## config.mk

```make
export PLATFORM = sky130hd
export DESIGN_NAME = chunk_arbiter
export DESIGN_NICKNAME = d
export VERILOG_FILES = /design/src/rtl/chunk_arb_pkg.sv /design/src/rtl/chunk_arbiter_skid_buffer.sv /design/src/rtl/chunk_arbiter.sv
export SDC_FILE = /design/constraint.sdc
export NUM_CORES = 1
export LEC_CHECK = 0
export ABC_CLOCK_PERIOD_IN_PS = 2600
export BUFFER_PORTS_ARGS = -buffer_cell sky130_fd_sc_hd__buf_2
export CORE_AREA = 2 2 280 144
export CTS_CLUSTER_DIAMETER = 60
export DETAILED_ROUTE_END_ITERATION = 8
export DIE_AREA = 0 0 282 146
export PLACE_DENSITY = 0.55
export RECOVER_POWER = 25
export SLEW_MARGIN = 30
export SYNTH_ARGS = -nofsm -noshare
export SYNTH_HDL_FRONTEND = slang
export SYNTH_SLANG_ARGS = --single-unit
```

## constraint.sdc

```tcl
create_clock -name clk_in -period 2.6 [get_ports clk_in]
set_input_delay 0.39 -clock clk_in [delete_from_list [all_inputs] [get_ports clk_in]]
set_output_delay 0.39 -clock clk_in [all_outputs]
set_load 0.005 [all_outputs]
```

## src/rtl/chunk_arb_pkg.sv

```systemverilog
// Shared types and constants for the two-source chunk arbiter.
package chunk_arb_pkg;

  localparam int DATA_WIDTH = 128;
  localparam int NUM_SRC    = 2;

  typedef enum logic {
    ST_IDLE = 1'b0,
    ST_BUSY = 1'b1
  } arb_state_t;

  typedef struct packed {
    logic [DATA_WIDTH-1:0] data;
    logic                  last;
    logic                  id;
  } chunk_beat_t;

endpackage

```

## src/rtl/chunk_arbiter_skid_buffer.sv

```systemverilog
// Two-entry AXIS register slice: registered ready, one-cycle latency, full throughput.
module axis_skid_buffer #(
  parameter int WIDTH = 130
) (
  input  logic             clk_in,
  input  logic             rst_n_in,
  input  logic             s_valid,
  output logic             s_ready,
  input  logic [WIDTH-1:0] s_data,
  output logic             m_valid,
  input  logic             m_ready,
  output logic [WIDTH-1:0] m_data
);

  logic [1:0]       count_q, count_d;
  logic [WIDTH-1:0] head_q, head_d;
  logic [WIDTH-1:0] tail_q, tail_d;
  logic             push, pop;

  // Ready depends only on occupancy flops, never on m_ready.
  assign s_ready = (count_q != 2'd2);
  assign m_valid = (count_q != 2'd0);
  assign m_data  = head_q;

  assign push = s_valid && s_ready;
  assign pop  = m_valid && m_ready;

  always_comb begin
    count_d = count_q;
    head_d  = head_q;
    tail_d  = tail_q;
    case (count_q)
      2'd0: begin
        if (push) begin
          head_d  = s_data;
          count_d = 2'd1;
        end
      end
      2'd1: begin
        if (push && pop) begin
          head_d = s_data;
        end else if (push) begin
          tail_d  = s_data;
          count_d = 2'd2;
        end else if (pop) begin
          count_d = 2'd0;
        end
      end
      2'd2: begin
        if (pop) begin
          head_d  = tail_q;
          count_d = 2'd1;
        end
      end
      default: count_d = 2'd0;
    endcase
  end

  always_ff @(posedge clk_in or negedge rst_n_in) begin
    if (!rst_n_in) begin
      count_q <= 2'd0;
      head_q  <= '0;
      tail_q  <= '0;
    end else begin
      count_q <= count_d;
      head_q  <= head_d;
      tail_q  <= tail_d;
    end
  end

endmodule

```

## src/rtl/chunk_arbiter.sv

```systemverilog
// Packet-granular round-robin arbiter of two AXIS chunk sources onto one skid-buffered output.
// Defining CHUNK_ARB_STATS_EN adds per-source completed-packet counters.
module chunk_arbiter #(
  parameter int DATA_WIDTH = chunk_arb_pkg::DATA_WIDTH,
  parameter int ID_WIDTH   = 1
) (
  input  logic                  clk_in,
  input  logic                  rst_n_in,
  input  logic                  arb_en_in,
  input  logic                  s0_tvalid,
  output logic                  s0_tready,
  input  logic [DATA_WIDTH-1:0] s0_tdata,
  input  logic                  s0_tlast,
  input  logic                  s1_tvalid,
  output logic                  s1_tready,
  input  logic [DATA_WIDTH-1:0] s1_tdata,
  input  logic                  s1_tlast,
  output logic                  m_tvalid,
  input  logic                  m_tready,
  output logic [DATA_WIDTH-1:0] m_tdata,
  output logic                  m_tlast,
  output logic [ID_WIDTH-1:0]   m_tid,
  output logic                  grant_out,
  output logic                  busy_out
`ifdef CHUNK_ARB_STATS_EN
  ,
  output logic [15:0]           pkt_cnt0_out,
  output logic [15:0]           pkt_cnt1_out
`endif
);

  import chunk_arb_pkg::arb_state_t;
  import chunk_arb_pkg::ST_IDLE;
  import chunk_arb_pkg::ST_BUSY;
  import chunk_arb_pkg::NUM_SRC;

  localparam int BEAT_W = DATA_WIDTH + 1 + ID_WIDTH;

  arb_state_t            state_q, state_d;
  logic                  grant_q, grant_d;
  logic                  last_served_q, last_served_d;
  logic [NUM_SRC-1:0]    s_valid, s_last, s_ready;
  logic [DATA_WIDTH-1:0] sel_data;
  logic                  sel_valid, sel_last;
  logic                  skid_ready, beat_acc, busy;
  logic [BEAT_W-1:0]     skid_in, skid_out;

  assign s_valid   = {s1_tvalid, s0_tvalid};
  assign s_last    = {s1_tlast, s0_tlast};
  assign sel_valid = s_valid[grant_q];
  assign sel_last  = s_last[grant_q];
  assign sel_data  = grant_q ? s1_tdata : s0_tdata;
  assign busy      = (state_q == ST_BUSY);
  assign beat_acc  = busy && sel_valid && skid_ready;

  always_ff @(posedge clk_in or negedge rst_n_in) begin
    if (!rst_n_in) begin
      state_q       <= ST_IDLE;
      grant_q       <= 1'b0;
      last_served_q <= 1'b1;
    end else begin
      state_q       <= state_d;
      grant_q       <= grant_d;
      last_served_q <= last_served_d;
    end
  end

  // Grants are only issued from idle, so a tlast always costs one bubble cycle.
  always_comb begin
    state_d       = state_q;
    grant_d       = grant_q;
    last_served_d = last_served_q;
    case (state_q)
      ST_IDLE: begin
        if (arb_en_in && (|s_valid)) begin
          grant_d = (&s_valid) ? ~last_served_q : s_valid[1];
          state_d = ST_BUSY;
        end
      end
      ST_BUSY: begin
        if (beat_acc && sel_last) begin
          last_served_d = grant_q;
          state_d       = ST_IDLE;
        end
      end
      default: state_d = ST_IDLE;
    endcase
  end

  always_comb begin
    s_ready = '0;
    for (int i = 0; i < NUM_SRC; i++) begin
      s_ready[i] = busy && (grant_q == 1'(i)) && skid_ready;
    end
  end

  assign s0_tready = s_ready[0];
  assign s1_tready = s_ready[1];
  assign busy_out  = busy;
  assign grant_out = grant_q;

  assign skid_in = {sel_data, sel_last, ID_WIDTH'(grant_q)};

  axis_skid_buffer #(
    .WIDTH (BEAT_W)
  ) u_skid (
    .clk_in   (clk_in),
    .rst_n_in (rst_n_in),
    .s_valid  (busy && sel_valid),
    .s_ready  (skid_ready),
    .s_data   (skid_in),
    .m_valid  (m_tvalid),
    .m_ready  (m_tready),
    .m_data   (skid_out)
  );

  assign m_tdata = skid_out[BEAT_W-1 -: DATA_WIDTH];
  assign m_tlast = skid_out[ID_WIDTH];
  assign m_tid   = skid_out[ID_WIDTH-1:0];

`ifdef CHUNK_ARB_STATS_EN
  logic [NUM_SRC-1:0][15:0] pkt_cnt;

  // Counts packets as they enter the skid buffer; wraps naturally at 16 bits.
  for (genvar gi = 0; gi < NUM_SRC; gi++) begin : g_cnt
    logic [15:0] cnt_q, cnt_d;

    always_comb begin
      cnt_d = cnt_q;
      if (beat_acc && sel_last && (grant_q == 1'(gi))) begin
        cnt_d = cnt_q + 16'd1;
      end
    end

    always_ff @(posedge clk_in or negedge rst_n_in) begin
      if (!rst_n_in) begin
        cnt_q <= 16'd0;
      end else begin
        cnt_q <= cnt_d;
      end
    end

    assign pkt_cnt[gi] = cnt_q;
  end

  assign pkt_cnt0_out = pkt_cnt[0];
  assign pkt_cnt1_out = pkt_cnt[1];
`endif

endmodule
```

# Word-level counts from Yosys, hierarchy flattened
# Cells that the tools add are included.
[totals]
register_bits = 265
output_inout_bits = 135
wordCells = 58
in_bits = 264
[op_classes]
n_eq_ne = 8
n_mux = 19
order_cmp = 1
n_bitwise = 4
n_reduce_logical = 20
[ops]
columns = ["cell", "n"]
rows = [
  ["$mux 130", 3],
  ["$pmux 130 s3", 1],
  ["$mux 128", 1],
  ["$logic_and 1x1->1", 10],
  ["$mux 2", 5],
  ["$reduce_and 4->1", 2],
  ["$mux 1", 7],
  ["$ne 2x2->1 const B", 3],
  ["$pmux 2 s3", 1],
  ["$reduce_and 2->1", 3],
  ["$ne 2x1->1 const B", 2],
  ["$not 1->1", 4],
  ["$ne 3x2->1 const B", 1],
  ["$reduce_and 3->1", 1],
  ["$reduce_bool 3->1", 1],
  ["$eq 2x1->1 const B", 1],
  ["$eq 2x2->1 const B", 1],
  ["$logic_not 2->1", 1],
  ["$lt 1x2->1 const B", 1],
  ["$pmux 1 s2", 1],
  ["$reduce_bool 2->1", 1],
  ["$reduce_or 2->1", 1],
]

# Depth between registers and ports, before layout
[logic_depth]
depth_word = 7
ltp_mapped = 6
ltp_nobuf = 3

# Cells and area by module
# From an unflattened synthesis, not the netlist that was laid out.
[unflattened]
hier_cells = 870
hier_area_um2 = 13088.8
[by_module_without_submodules]
columns = ["mod", "area_each_um2", "seq_area_each_um2", "instances", "cells_per_inst"]
rows = [
  ["axis_skid_buffer", 11343.4, 6556.3, 1, 708],
  ["chunk_arbiter", 1745.4, 76.3, 1, 162],
]

# Least setup slack after synthesis
# Ideal clock, no wire load.
[synth_timing]
kind = "flip-flop to flip-flop"
start = "register grant_q, in the netlist grant_out"
end = "register u_skid.head_q[26], in the netlist u_skid.m_data[26]"
n_path_buf = 3
required_time_ns = 2.475
period_less_slack_ns = 1.875
t_arrival_ns = 1.751
path_stages_with_launch = 7
setup_ns = 0.125
slack_ns = 0.725
path_cell_list = "dfrtp_1 > buf_4 > buf_2 > buf_2 > mux2_2 > mux2_2 > mux2_2"
[synth_between]
elab_chain_len = 7
word_cells_on_any_way = 12
cone_classes = "eq/ne (2); mux (6); reduce/logical (4)"
[synth_lines]
columns = ["element", "line", "rtl"]
rows = [
  ["start, declared", "chunk_arbiter.sv:40", "logic grant_q, grant_d;"],
  ["start signal, assigned", "chunk_arbiter.sv:63", "grant_q <= grant_d;"],
  ["$mux 1 (not written as such) (2 in a row)", "chunk_arbiter.sv:50", "assign sel_valid = s_valid[grant_q];"],
  ["$logic_and 1x1->1", "chunk_arbiter.sv:109", ".s_valid (busy && sel_valid),"],
  ["$logic_and 1x1->1", "chunk_arbiter_skid_buffer.sv:25", "assign push = s_valid && s_ready;"],
  ["$logic_and 1x1->1", "chunk_arbiter_skid_buffer.sv:40", "if (push && pop) begin"],
  ["$ne 2x1->1 (no line)", "n/a", ""],
  ["$reduce_and 4->1 (no line)", "n/a", ""],
  ["end signal, assigned", "chunk_arbiter_skid_buffer.sv:62", "head_q <= '0;"],
  ["end signal, assigned", "chunk_arbiter_skid_buffer.sv:66", "head_q <= head_d;"],
  ["end, declared", "chunk_arbiter_skid_buffer.sv:16", "logic [WIDTH-1:0] head_q, head_d;"],
]
# Parallel ways exist; a longest one is shown, timed or not. The select of a mux whose other input is x is not followed.
# A chain may end at the register's enable or synchronous reset.

# Final worst setup path
[layout_timing]
start = "register grant_q, in the netlist grant_out"
end = "output s1_tready"
[layout_between]
elab_chain_len = 2
[layout_lines]
columns = ["element", "line", "rtl"]
rows = [
  ["$logic_and 1x1->1 (2 in a row)", "chunk_arbiter.sv:93", "s_ready[i] = busy && (grant_q == 1'(i)) && skid_ready;"],
  ["end, declared", "chunk_arbiter.sv:15", "output logic s1_tready,"],
]
# Every way passes these cells.

==> flow_metrics.env <==
export IMPL_max_slew_margin_pct=-24.84
export IMPL_io_buffers=398
export IMPL_ys_warn_count=0
export IMPL_finalWirelength_um=32360
export IMPL_core_area_mm2=0.03848
export IMPL_cts_sinks=265
export IMPL_m1WireLength_um=15250
export IMPL_clk_pin_slew_ns=0.07
export IMPL_ff2ff_setup_slack_ns=0.46
export IMPL_synth_top_cell_by_area="dfrtp_1"
export IMPL_drv_slew=65
export IMPL_vias=8329
export IMPL_fin_crit_sh_pct=89.71
export IMPL_synth_area_mm2=0.01335
export IMPL_grt_max_degree=85
export IMPL_dieArea_mm2=0.04117
export IMPL_grtUsageTotal_pct=15.44
export IMPL_rr_endpoint="u_skid.m_data[118]"
export IMPL_grt_pass1_wl_um=50520
export IMPL_synth_nets=1135
export IMPL_syn_to_final_growth_pct=26.84
export IMPL_async_flop_share_pct=100.0
export IMPL_setup_violations_final=0
export IMPL_tightest_slew_ns=1.873
export IMPL_ys_top_cells_by_area="dfrtp_1 (49%), mux2_2 (36%), mux2_4 (10%)"
export IMPL_synth_cells=871
export IMPL_route_met3_wl_um=1525
export IMPL_hold_viol=0
export IMPL_clock_latency_ns=0.55
export IMPL_ant_nets=0
export IMPL_worstSetupStartpointType="register"
export IMPL_wire_per_inst_um=17.85
export IMPL_critPathMaxFanout=52
export IMPL_syn_area_per_cell_um2=15.33
export IMPL_fp_row_count=51
export IMPL_hold_path_class="in2reg"
export IMPL_fin_crit_ns=2.333
export IMPL_grt_pass1_vias=8912
export IMPL_io_pins=399
export IMPL_clockBufferDepth=3
export IMPL_crit_end="s1_tready"
export IMPL_fin_hold_ws_ns=0.09650
export IMPL_violations="max-capacitance violations, max-slew violations"
export IMPL_dr_wl_met2_um=15060
export IMPL_dr_pass1_iters=4
export IMPL_cts_buffers=27
export IMPL_cts_resized=0
export IMPL_fin_skew_ns=0.02264
export IMPL_synth_top_area_share_pct=49.47
export IMPL_synth_top_flop_cell="dfrtp_1"
export IMPL_end_kind="primary output"
export IMPL_top_layer="met4"
export IMPL_place_detailed_hpwl_um=22190
export IMPL_vdd_drop_max_mv=0.4538
export IMPL_timing_rr_start="grant_out"
export IMPL_leakage_uw=0.007938
export IMPL_arrival_ns=1.94
export IMPL_post_cts_buffers=0
export IMPL_max_freq_ghz=0.4287
export IMPL_layout_nets=1526
export IMPL_dieWidth_um=282
export IMPL_yosysSeqAreaShare_pct=49.67
export IMPL_start_util_pct=34.71
export IMPL_gp_congestion=0.7201
export IMPL_die_h_um=146
export IMPL_tns_ns=0
export IMPL_drive_above_1_share_pct=77.07
export IMPL_startpoint="grant_out"
export IMPL_outcome="complete, but fails checks"
export IMPL_vias_per_cell=4.594
export IMPL_drtIter0Drc=233
export IMPL_grt_overflow=0
export IMPL_synth_common_cells="mux2_2 (424), dfrtp_1 (264), mux2_4 (92)"
export IMPL_rsz0062_at_grt="no"
export IMPL_h_tree_depth=1
export IMPL_tritoncts="yes"
export IMPL_yosys_register_bits=265
export IMPL_synthDistinctLibCells=25
export IMPL_max_cap_viol_count=1
export IMPL_critical_path_class="reg2out"
export IMPL_synth_edf_count=0
export IMPL_power_density_mw_per_mm2=1200
export IMPL_remaining_drc_errors=0
export IMPL_yosysMostFrequentCell="mux2_2"
export IMPL_antenna_found_initial=1
export IMPL_reg2regPathDepth=4
export IMPL_required_ns=2.21
export IMPL_clockRootBuffer="clkbuf_16"
## cell families after synthesis
group | share of synthesized area [%]
compound gates | 0.4216
buf+inv | 2.633
mux | 46.52
simple gates | 0.7589
flops | 49.67
## placed cells by master, fill, tap and decap left out, types with 2 or more instances in the layout
| master | count |
|---|---|
| buf_2 | 397 |
| clkbuf_8 | 6 |
| nand2_1 | 4 |
| nor2b_1 | 3 |
| clkbuf_16 | 27 |
| mux2_4 | 92 |
| mux2_2 | 424 |
| clkbuf_2 | 4 |
| a32o_1 | 2 |
| clkbuf_1 | 2 |
| mux2_1 | 5 |
| inv_8 | 2 |
| buf_12 | 13 |
| clkinv_4 | 2 |
| bufinv_16 | 2 |
| dfrtp_1 | 263 |
| nor2_1 | 3 |
| clkinv_2 | 7 |
| buf_4 | 6 |
## per-stage QoR
| stage | setup WS (ns) | area, um^2 | total power [uW] | cells | util (%) |
|---|---|---|---|---|---|
| 3_3_place_gp | 0.4797 | 16030 | 16270 | 1762 | 41.67 |
| 3_5_place_dp | 0.4518 | 16030 | 16500 | 1762 | 41.67 |
| 6_report | 0.2674 | 16940 | 20330 | 1813 | 44.02 |
| 4_1_cts | 0.1929 | 16950 | 20710 | 1812 | 44.06 |
| 5_1_grt | 0.07675 | 16940 | 21670 | 1813 | 44.02 |
| 2_1_floorplan | 0.7247 | 13350 | 13600 | 871 | - |
## routing by layer
| layer | up-vias | global-route usage, % |
|---|---|---|
| met5 | - | 0 |
| met4 | 0 | 2.979 |
| met3 | 36 | 3.484 |
| met2 | 164 | 24.95 |
| met1 | 4177 | 21.26 |
| li1 | 3952 | - |
## how the worst min path moves through the flow
| stage | startpoint | to | slack [ns] | cells after the start |
|---|---|---|---|---|
| final | m_tready | u_skid.count_q[1] | 0.1 | 2 |
| after global routing | m_tready | u_skid.count_q[1] | 0.09 | 2 |
| after CTS | m_tready | u_skid.count_q[1] | 0.06 | 2 |
| after detailed placement | rst_n_in | u_skid.m_data[88] | 0.40 | 1 |
| after global placement | rst_n_in | u_skid.m_data[88] | 0.39 | 1 |
| after floorplan | rst_n_in | busy_out | 0.09 | 0 |
## cell type report
cell class              instances  area [um^2]
well taps                     530        663.1
flip-flops and latches        265         6636
fillers                      3569        21540
repair buffers                421         2322
inverters                       1        3.754
clock buffers                  35        765.7
clock inverters                14        143.9
diodes                          1        2.502
multi-input cells             546         6401
## what timing repair did
item / in CTS / in global routing
hold buffers: 1 / 0
hold endpoints to repair: 58 / 0
setup endpoints to repair: 0 / 0
## critical path: stages, from the launching register on
cell and delay (ns):
dfrtp_4 0.44, buf_4 0.56, and3_1 0.25, buf_2 0.11
## sequential cells by signal (all words and copies together) (netlist names)
register	count
u_skid.m_data	130
grant_out	1
busy_out	1
last_served_q	1
u_skid.count_q	2
u_skid.tail_q	130
## report_power, final
part,total [uW],internal (uW),switching (uW)
Clock,4050,2300,1750
Sequential,7340,6280,1060
Combinational,8950,5510,3440
No activity file was read; power rests on OpenSTA's default activity.
